`config.mk`:
```
export PLATFORM = sky130hd
export DESIGN_NAME = fifo_lookahead_upsizer_flat
export DESIGN_NICKNAME = d
export VERILOG_FILES = /design/src/rtl/fifo_lookahead_upsizer_if.sv /design/src/rtl/fifo_lookahead_upsizer.sv /design/src/flat_wrapper.sv
export SDC_FILE = /design/constraint.sdc
export NUM_CORES = 1
export LEC_CHECK = 0
export ABC_AREA = 1
export CAP_MARGIN = 40
export CORE_ASPECT_RATIO = 1.75
export CORE_MARGIN = 3
export CORE_UTILIZATION = 25
export CTS_BUF_LIST = sky130_fd_sc_hd__clkbuf_16
export DETAILED_ROUTE_END_ITERATION = 7
export SYNTH_ARGS = -nofsm -noshare
export SYNTH_HDL_FRONTEND = slang
export SYNTH_SLANG_ARGS = --single-unit
```
`constraint.sdc`:
```
create_clock -name clk -period 2.1 [get_ports clk]
set_clock_uncertainty 0.1 [all_clocks]
set_input_delay 0.42 -clock clk [delete_from_list [all_inputs] [get_ports clk]]
set_output_delay 0.42 -clock clk [all_outputs]
set_load 0.02 [all_outputs]
```
`src/rtl/fifo_lookahead_upsizer_if.sv`:
```
// Lookahead read ports around the upsizer: narrow side (empty_i/rd_i/dout_i) and wide side (empty/rd/dout).
// Defining FIFO_UPSIZER_FLUSH_EN adds flush and dout_beats.
interface fifo_lookahead_upsizer_if #(
  parameter int DATA_WIDTH = 8,
  parameter int RATIO      = 4
);
  // Lookahead handshake on both sides: data is valid whenever empty is low,
  // and a pop (rd) consumes that data at the same clock edge; rd while empty is ignored.
  logic                        empty_i;
  logic                        rd_i;
  logic [DATA_WIDTH-1:0]       dout_i;
  logic                        empty;
  logic                        rd;
  logic [DATA_WIDTH*RATIO-1:0] dout;
`ifdef FIFO_UPSIZER_FLUSH_EN
  logic                        flush;
  logic [$clog2(RATIO+1)-1:0]  dout_beats;

  modport slave  (input  empty_i, dout_i, rd, flush, output rd_i, empty, dout, dout_beats);
  modport master (output empty_i, dout_i, rd, flush, input  rd_i, empty, dout, dout_beats);
`else
  modport slave  (input  empty_i, dout_i, rd, output rd_i, empty, dout);
  modport master (output empty_i, dout_i, rd, input  rd_i, empty, dout);
`endif
endinterface

```
`src/rtl/fifo_lookahead_upsizer.sv`:
```
// Packs RATIO narrow lookahead-FIFO beats into one wide word exposed on a lookahead read port.
// Optional partial-word flush is enabled by defining FIFO_UPSIZER_FLUSH_EN.
module fifo_lookahead_upsizer #(
  parameter int DATA_WIDTH = 8,
  parameter int RATIO      = 4,
  parameter int REVERSED   = 0
) (
  input logic                     clk,
  input logic                     rst,
  fifo_lookahead_upsizer_if.slave bus
);
  localparam int WW = DATA_WIDTH * RATIO;
  localparam int CW = $clog2(RATIO);
  localparam int BW = $clog2(RATIO + 1);

  logic [WW-1:0] asm_q, asm_d;
  logic [WW-1:0] dout_q, dout_d;
  logic [CW-1:0] cnt_q, cnt_d;
  logic          valid_q, valid_d;
  logic [WW-1:0] merged, word;
  logic [BW-1:0] fill;
  logic          out_free, last, pop, load;
`ifdef FIFO_UPSIZER_FLUSH_EN
  logic [BW-1:0] beats_q, beats_d;
  logic          flush_hit;
`endif

  function automatic int slot(input int k);
    return (REVERSED != 0) ? (RATIO - 1 - k) : k;
  endfunction

  always_comb begin
    out_free = !valid_q || bus.rd;
    last     = (cnt_q == CW'(RATIO - 1));
    pop      = rst && !bus.empty_i && (!last || out_free);
    fill     = BW'(cnt_q) + BW'(pop);
    merged   = asm_q;
    if (pop) merged[slot(int'(cnt_q))*DATA_WIDTH +: DATA_WIDTH] = bus.dout_i;
    // Only beats of the current word are exposed; stale slices read as zero.
    word = '0;
    for (int k = 0; k < RATIO; k++) begin
      if (k < int'(fill))
        word[slot(k)*DATA_WIDTH +: DATA_WIDTH] = merged[slot(k)*DATA_WIDTH +: DATA_WIDTH];
    end
`ifdef FIFO_UPSIZER_FLUSH_EN
    flush_hit = bus.flush && out_free && (fill != '0);
    load      = (pop && last) || flush_hit;
`else
    load      = pop && last;
`endif
  end

  always_comb begin
    asm_d   = asm_q;
    cnt_d   = cnt_q;
    valid_d = valid_q;
    dout_d  = dout_q;
`ifdef FIFO_UPSIZER_FLUSH_EN
    beats_d = beats_q;
`endif
    if (pop) begin
      asm_d = merged;
      cnt_d = last ? '0 : cnt_q + CW'(1);
    end
    if (valid_q && bus.rd) valid_d = 1'b0;
    // A load in the same cycle as a pop of the held word replaces it with no bubble.
    if (load) begin
      dout_d  = word;
      valid_d = 1'b1;
      cnt_d   = '0;
`ifdef FIFO_UPSIZER_FLUSH_EN
      beats_d = fill;
`endif
    end
  end

  always_ff @(posedge clk) begin
    if (!rst) begin
      asm_q   <= '0;
      dout_q  <= '0;
      cnt_q   <= '0;
      valid_q <= 1'b0;
`ifdef FIFO_UPSIZER_FLUSH_EN
      beats_q <= '0;
`endif
    end else begin
      asm_q   <= asm_d;
      dout_q  <= dout_d;
      cnt_q   <= cnt_d;
      valid_q <= valid_d;
`ifdef FIFO_UPSIZER_FLUSH_EN
      beats_q <= beats_d;
`endif
    end
  end

  assign bus.rd_i  = pop;
  assign bus.empty = !valid_q;
  assign bus.dout  = dout_q;
`ifdef FIFO_UPSIZER_FLUSH_EN
  assign bus.dout_beats = beats_q;
`endif
endmodule

```
`src/flat_wrapper.sv`:
```
// flat-port wrapper written by rule: the top's interface ports become plain ports
module fifo_lookahead_upsizer_flat 
#(
  parameter int DATA_WIDTH = 8,
  parameter int RATIO      = 4,
  parameter int REVERSED   = 0
)
  (clk, rst, bus_empty_i, bus_dout_i, bus_rd, bus_rd_i, bus_empty, bus_dout);
  fifo_lookahead_upsizer_if #(.DATA_WIDTH(DATA_WIDTH), .RATIO(RATIO)) bus_i ();
  input logic clk;
  input logic rst;
  input wire logic [$bits(bus_i.empty_i)-1:0] bus_empty_i;
  input wire logic [$bits(bus_i.dout_i)-1:0] bus_dout_i;
  input wire logic [$bits(bus_i.rd)-1:0] bus_rd;
  output wire logic [$bits(bus_i.rd_i)-1:0] bus_rd_i;
  output wire logic [$bits(bus_i.empty)-1:0] bus_empty;
  output wire logic [$bits(bus_i.dout)-1:0] bus_dout;
  assign bus_i.empty_i = bus_empty_i;
  assign bus_i.dout_i = bus_dout_i;
  assign bus_i.rd = bus_rd;
  assign bus_rd_i = bus_i.rd_i;
  assign bus_empty = bus_i.empty;
  assign bus_dout = bus_i.dout;
  fifo_lookahead_upsizer #(.DATA_WIDTH(DATA_WIDTH), .RATIO(RATIO), .REVERSED(REVERSED)) u_core (.clk(clk), .rst(rst), .bus(bus_i));
endmodule
```
Word-level counts from Yosys, hierarchy flattened
Cells that the tools add are included.

Register bits after elaboration: 67. Input port bits: 12. Output and inout port bits: 34. Logic and storage cells: 35.

Add/subtract/negate cells: 3. $lt $le $gt $ge: 4. Eq/ne operators: 1. Shift operators: 2. Mux-type cells: 9. Bitwise logic cells: 1. Reductions and logical operators: 11.

Operators by type and width (number): $neg 5->33 (1); $shift 8x33->32 const A (1); $shiftx 8x33->32 (1); $bwmux 32 (1); $mux 32 (1); $mux 8 (4); $lt 1x3->1 const A (2); $lt 2x3->1 const A (2); $logic_and 1x1->1 (4); $add 2x1->3 (1); $logic_not 1->1 (3); $add 2x1->2 const B (1); $eq 2x2->1 const B (1); $logic_or 1x1->1 (2); $mux 1 (2); $mux 2 (1); $reduce_bool 2->1 (1); $reduce_or 2->1 (1); $not 1->1 (1).

Depth between registers and ports, before layout
Gate-level depths: netlist (run 1).

Depth after elaboration: 7. Mapped depth: 11. Depth with buffers taken out: 10.

Least setup slack after synthesis (run 1)
No wires, ideal clock.

Kind: register to register. Start point: register u_core.cnt_q[0]. End point: register u_core.dout_q[16] (netlist: u_core.bus.dout[16]). Library setup time: 0.058 ns. Arrival: 1.782 ns. Required time: 1.942 ns. Path slack: 0.160 ns. Stages on the path, launching flop included: 12. Clock period less this slack: 1.940 ns. Path through: dfxtp_1 > inv_1 > buf_2 > ha_1 > inv_1 > nor2_1 > nand3_1 > nor2_1 > nor2_1 > nor2_1 > nand2_1 > nand2_1.

Cells in the longest elaborated chain, start to end: 7.

RTL lines: start, declared (RTL line fifo_lookahead_upsizer.sv:18) `logic [CW-1:0] cnt_q, cnt_d;`; start signal, assigned (RTL line fifo_lookahead_upsizer.sv:89) `cnt_q <= cnt_d;`; branches (longest 7 deep; another with $neg 5->33); end signal, assigned (RTL line fifo_lookahead_upsizer.sv:88) `dout_q <= dout_d;`; end, declared (RTL line fifo_lookahead_upsizer.sv:17) `logic [WW-1:0] dout_q, dout_d;`.

Several ways; the timed one is not identified. A chain may end at the register's enable or synchronous reset.

Worst setup path in the final report (run 1)
Start point: input port bus_empty_i. End point: register u_core.dout_q[24] (netlist: u_core.bus.dout[24]).

Cells in the longest elaborated chain, start to end: 6.

RTL lines: start, declared (RTL line flat_wrapper.sv:12) `input wire logic [$bits(bus_i.empty_i)-1:0] bus_empty_i;`; $logic_not 1->1 (*) (RTL line fifo_lookahead_upsizer.sv:35) `pop = rst && !bus.empty_i && (!last || out_free);`; $logic_and 1x1->1 (*) (2 in series) (RTL line fifo_lookahead_upsizer.sv:35); $add 2x1->3 (RTL line fifo_lookahead_upsizer.sv:36) `fill = BW'(cnt_q) + BW'(pop);`; $lt 2x3->1 (RTL line fifo_lookahead_upsizer.sv:42) `if (k < int'(fill))`; $mux 8 (RTL line fifo_lookahead_upsizer.sv:42).

Mark *: on every way between the ends. The rest lies on a longest branch, timed or not.

==> impl_metrics.ini, run 1 <==
[logic_synthesis]
synth_cell_types = 28
muxShareOfSynthArea = 0
yosysSeqAreaShare = 0.460
yosys_warnings = 0
synth_area_mm2 = 0.00292
yosysTopAreaCell = dfxtp_1
yosys.area_share.simple = 0.376
ys_ff_latch = 67
syn-num-nets = 417
synth-xor-area-share = 0
synth_compound_area_frac = 0.0498
synthTopCellsByArea = dfxtp_1 46%, nand2_1 20%, inv_1 4.9%, nor2_1 4.2%, ha_1 3.4%
synth_top_family_by_area = simple AND/OR/NAND/NOR gates
syn_inst = 397
synthAdderAreaFrac = 0.0343
syn-mean-instance-area_um2 = 7.35
yosysTopAreaCellShare = 0.460

[cells_and_area]
final_cell_mix = 153 x nand2_1, 66 x dfxtp_1, 43 x clkdlybuf4s50_1
fill_cells = 1172
area_growth_syn_to_layout_pct = 33.9
nets = 483
stdcell_count = 600
final_common_cell = nand2_1
antenna_cells = 0
post-route-util = 0.346
drive_above_1_share = 0.132

[routing]
ant_nets = 0
drt_iter0_drc = 153
viasPerCell = 4.34
drc = 0
wirelength_um = 7370
drt_pass1_iterations = 4
wl_per_cell_um = 12.3
dr_total_vias = 2603

[die]
die_area_mm2 = 0.0130
initial_core_util = 0.258
std_cell_rows = 51
core_region_area_mm2 = 0.0113
die_width_um = 87.6
chipHeight_um = 149
io-pin-count = 46

[placement]
portBuffers = 45
dp_slack_ns = -0.301
dp_cells = 584
place_hpwl_um = 5670
place_congestion = 0.887

[global_route]
overflow = 0
antenna_found_initial = 0
grt_pass1_vias = 2625
grt_max_degree = 26
grt_usage = 0.122
grt_pass1_wl_um = 12200

[clock_network]
cts_made_buffers = 9
cts.clk_slew.worst_paths_ns = 0.05
cts_setup_buffers = 0
ctsLongestPathBuffers = 2
cts-root-buf = clkbuf_16
cts_max_level = 3
clock_sinks = 67
cts_tree = built
hold_buffers = 0
clk-insertion-delay-late_ns = 0.33

[critical_path]
crit_path_max_fanout = 8
start_kind = primary input
cp-startpoint = bus_empty_i
rrSetupSlack_ns = 0.18
rr_worst_depth = 12
end_kind = flop
crit_path_end = u_core.bus.dout[24]
rr_endpoint = u_core.bus.dout[24]
arrival_ns = 2.13
worstSetupPathType = primary input to flop
critical_path_required_ns = 2.28
timing.rr.start = u_core.cnt_q[1]

[status]
status = finished clean

[timing]
drv_slew = 0
setup_slack_ns = 0.142
min_period_over_period = 0.933
min_period_ns = 1.96
rsz0062_at_grt = false
setup_viol = 0
fmax_ghz = 0.511
tightest_slew_ns = 0.355
whs_ns = 0.346
slew_headroom = 0.762
hold_viol = 0

[power_and_ir_drop]
power.switching_mw = 0.660
seqPwrFrac = 0.461
p_leak_nw = 1.85
power_density_mw_per_mm2 = 719
ir_worst_vdd_uv = 400
switching_share = 0.235
power_mw = 2.81
power.internal_mw = 2.15
combPwrFrac = 0.081
p_clk_frac = 0.458

[job]
cap_violations = 0

[hold_path]
hp-class = flop to flop
[layout make-up]
class                           instances  area, µm²  share of cell area
Clock inverter                          7       27.5             0.00705
Tap cell                              132        165              0.0423
Sequential cell                        67       1340               0.344
Multi-Input combinational cell        277       1350               0.346
Inverter                               41        156              0.0401
Timing Repair Buffer                   67        638               0.163
Clock buffer                            9        225              0.0577
[layer usage]
metal | routed length (µm) | GRT usage
met1 | 2970 | 0.129
met5 | 0 | 0
met3 | 288 | 0.0276
met4 | 151 | 0.0530
met2 | 3960 | 0.222
[metrics by stage]
stage | setup TNS [ns] | area [µm²]
after floorplan | 0 | 2920
after global routing | 0 | 3910
final | 0 | 3910
after global placement | -6.56 | 3650
after detailed placement | -7.38 | 3650
after CTS | 0 | 3900
[what timing repair did]
action | in CTS | in global routing
cloned | 0 | 0
resized for setup | 2 | 5
endpoints found under the setup margin | 1 | 12
[worst min path at each step]
stage,endpoint,cells past startpoint,slack (ns),from
after floorplan,u_core.asm_q[11],2,0.35,u_core.asm_q[11]
after global placement,u_core.bus.dout[16],2,0.34,u_core.bus.dout[16]
after detailed placement,u_core.bus.dout[30],2,0.34,u_core.bus.dout[30]
after CTS,u_core.bus.dout[30],2,0.35,u_core.bus.dout[30]
after global routing,u_core.bus.dout[2],2,0.37,u_core.bus.dout[2]
final,u_core.bus.dout[30],2,0.35,u_core.bus.dout[30]
[critical path, stage by stage]
cell and delay [ns]:
clkdlybuf4s50_1 0.49, nor2_8 0.16, buf_4 0.14, nand3_1 0.11, buf_4 0.16, inv_1 0.04
ha_1 0.12, inv_1 0.05, nor2_2 0.09, buf_4 0.16, nand4_1 0.12, nand2_1 0.08
[cells in the mapped netlist]
cell and count:
ha_1 8, inv_1 38, inv_2 2, nand3_1 20, nor2_1 33, dfxtp_1 67
clkbuf_1 4, buf_6 3, a21oi_1 9, a21oi_2 1, buf_2 4, and3_1 5
nand3_4 1, nor3_1 6, and2_1 4, nand3_2 2, o21ai_0 8, buf_4 1
nor2_4 1, nor2_2 4, nand4_1 8, o21ai_2 4, nor2_8 2, or2_2 6
nand2_1 153, nand2_4 1, inv_4 1, a21oi_4 1
[power groups by stage]
| stage | registers, mW | clock network [mW] | logic, mW |
|---|---|---|---|
| after floorplan | 1.32 | 0 | 0.135 |
| after global placement | 1.32 | 0 | 0.224 |
| after detailed placement | 1.32 | 0 | 0.228 |
| after CTS | 1.29 | 1.31 | 0.229 |
| after global routing | 1.30 | 1.36 | 0.253 |
| final | 1.30 | 1.29 | 0.227 |
[flip-flops by register name (all words and copies together), names as in the netlist]
name             cells
u_core.asm_q        32
u_core.bus.dout     32
u_core.cnt_q         2
u_core.valid_q       1
[cell families (layout without fill, tap and decap cells)]
group           Yosys count  count (layout)
compound gates           23              23
flops                    67              67
fa+ha+maj                 8               8
buf+inv                  53             124
simple gates            246             246
Power figures use the tool's default switching activity.
==> run 2, diff against run 1 <==
--- a/config.mk
+++ b/config.mk
@@ -8,7 +8,7 @@
 export ABC_AREA = 1
 export CAP_MARGIN = 40
 export CORE_ASPECT_RATIO = 1.75
-export CORE_MARGIN = 3
+export CORE_MARGIN = 8
 export CORE_UTILIZATION = 25
 export CTS_BUF_LIST = sky130_fd_sc_hd__clkbuf_16
 export DETAILED_ROUTE_END_ITERATION = 7
==> impl_metrics.ini, run 2 (same netlist as run 1, synthesis figures left out) <==
[timing]
whs_ns = 0.349
fmax_ghz = 0.507
drv_slew = 0
tightest_slew_ns = 0.313
slew_headroom = 0.790
setup_viol = 0
rsz0062_at_grt = false
min_period_over_period = 0.940
hold_viol = 0
min_period_ns = 1.97

[global_route]
grt_busiest_layer = met2
gr-usage-met3 = 0.0348
antenna_found_initial = 0
grt_pass1_vias = 2671
grtUsageMet2 = 0.183
grt_usage = 0.103
grt_use_met1 = 0.0983
grt_max_degree = 27
grt_pass1_wl_um = 12800
overflow = 0

[die]
core_region_area_mm2 = 0.0115
chipHeight_um = 159
io-pin-count = 46
die_area_mm2 = 0.0155
die_width_um = 97.6
initial_core_util = 0.255
std_cell_rows = 52

[placement]
place_congestion = 0.863
place_hpwl_um = 5900
portBuffers = 45

[clock_network]
ctsLongestPathBuffers = 2
cts_tree = built
hold_buffers = 0
clk-insertion-delay-late_ns = 0.33
cts_max_level = 3
cts-root-buf = clkbuf_16
cts.clk_slew.worst_paths_ns = 0.05
clock_sinks = 67
cts_setup_buffers = 0
cts_made_buffers = 9

[routing]
dr_total_vias = 2598
drt_iter0_drc = 110
viasPerCell = 4.31
drt_pass1_iterations = 4
wirelength_um = 7750
ant_nets = 0
wl_per_cell_um = 12.9
drc = 0

[hold_path]
hp-class = flop to flop

[critical_path]
crit_slowest_cell = clkdlybuf4s50_1
max_stage_delay_ns = 0.53
rrSetupSlack_ns = 0.18
arrival_ns = 2.15
start_kind = primary input
crit_path_cell_trace = clkdlybuf4s50_1 > inv_4 > nor2_8 > buf_4 > nand3_1 > ha_2 > nor2_8 > inv_2 > a21oi_4 > nand2_1 > nand2_1
worstSetupPathType = primary input to flop
critical_path_required_ns = 2.27
path_delay_family = buffers and inverters
crit_path_max_fanout = 8
cp.buffers_inverters = 4
end_kind = flop

[cells_and_area]
final_cell_mix = 153 x nand2_1, 67 x dfxtp_1, 44 x clkdlybuf4s50_1
antenna_cells = 0
nets = 483
post-route-util = 0.344
final_common_cell = nand2_1
area_growth_syn_to_layout_pct = 35.0
drive_above_1_share = 0.139
fill_cells = 1215

[power_and_ir_drop]
power_density_mw_per_mm2 = 751
p_leak_nw = 1.85
ir_worst_vdd_uv = 397
power_mw = 2.96

[status]
status = finished clean

[job]
cap_violations = 0
## run 2: cell types whose count changed in the layout (fill, tap and decap cells not counted), sizes merged
cell,change
inv,-2
dlymetal6s2s,-1
clkdlybuf4s50,+1
clkinvlp,+1
bufinv,+1
clkbuf,-1
buf,+1
## run 2: path summary, 6_finish.rpt
path                            start             endpoint  cells after the start
setup / recovery                  rst  u_core.bus.dout[20]                     11
hold / removal    u_core.bus.dout[26]  u_core.bus.dout[26]                      2
setup reg to reg      u_core.cnt_q[1]  u_core.bus.dout[17]                     11
hold reg to reg   u_core.bus.dout[26]  u_core.bus.dout[26]                      2
## run 2: worst reg2reg max path, cell delays in order, from the launching register on
cell and delay, ns:
dfxtp_1 0.39, inv_1 0.13, ha_1 0.37, inv_1 0.08, nor2_2 0.14, buf_4 0.15
nand4_1 0.10, nand2_1 0.12, nand2_1 0.06, nor2_1 0.12, nand2_1 0.06, nand2_1 0.05
## run 2: timing repair
action	4_1_cts	5_1_grt
gates resized for setup	3	4
pin swaps	0	1
endpoints found under the setup margin	1	12
## run 2: cell type report
class                           instances  area (µm²)  share of cell area
Inverter                               41         156              0.0397
Multi-Input combinational cell        277        1350               0.343
Timing Repair Buffer                   67         636               0.161
Tap cell                              135         169              0.0429
Clock inverter                          7        58.8              0.0149
Clock buffer                            9         225              0.0572
Sequential cell                        67        1340               0.341
## run 2: per-stage QoR
stage | std cells | area (µm²) | setup WS, ns | setup TNS, ns
after floorplan | 397 | 2920 | 0.160 | 0
after global placement | 587 | 3650 | -0.307 | -6.50
after detailed placement | 587 | 3650 | -0.322 | -7.11
after CTS | 603 | 3940 | 0.0285 | 0
after global routing | 603 | 3940 | 0.00166 | 0
final | 603 | 3940 | 0.126 | 0
## run 2: report_power, final
part	switching (mW)	leakage (nW)	total (mW)	internal (mW)
sequential	0.00574	0.541	1.29	1.29
clock	0.535	0.138	1.44	0.901
combinational	0.141	1.17	0.226	0.0850
total	0.682	1.85	2.96	2.27
## run 2: routing by layer
layer,share of wire,vias to the layer above
met3,0.046,17
met4,0.037,0
met1,0.40,1173
li1,-,1360
met5,0,-
met2,0.52,48
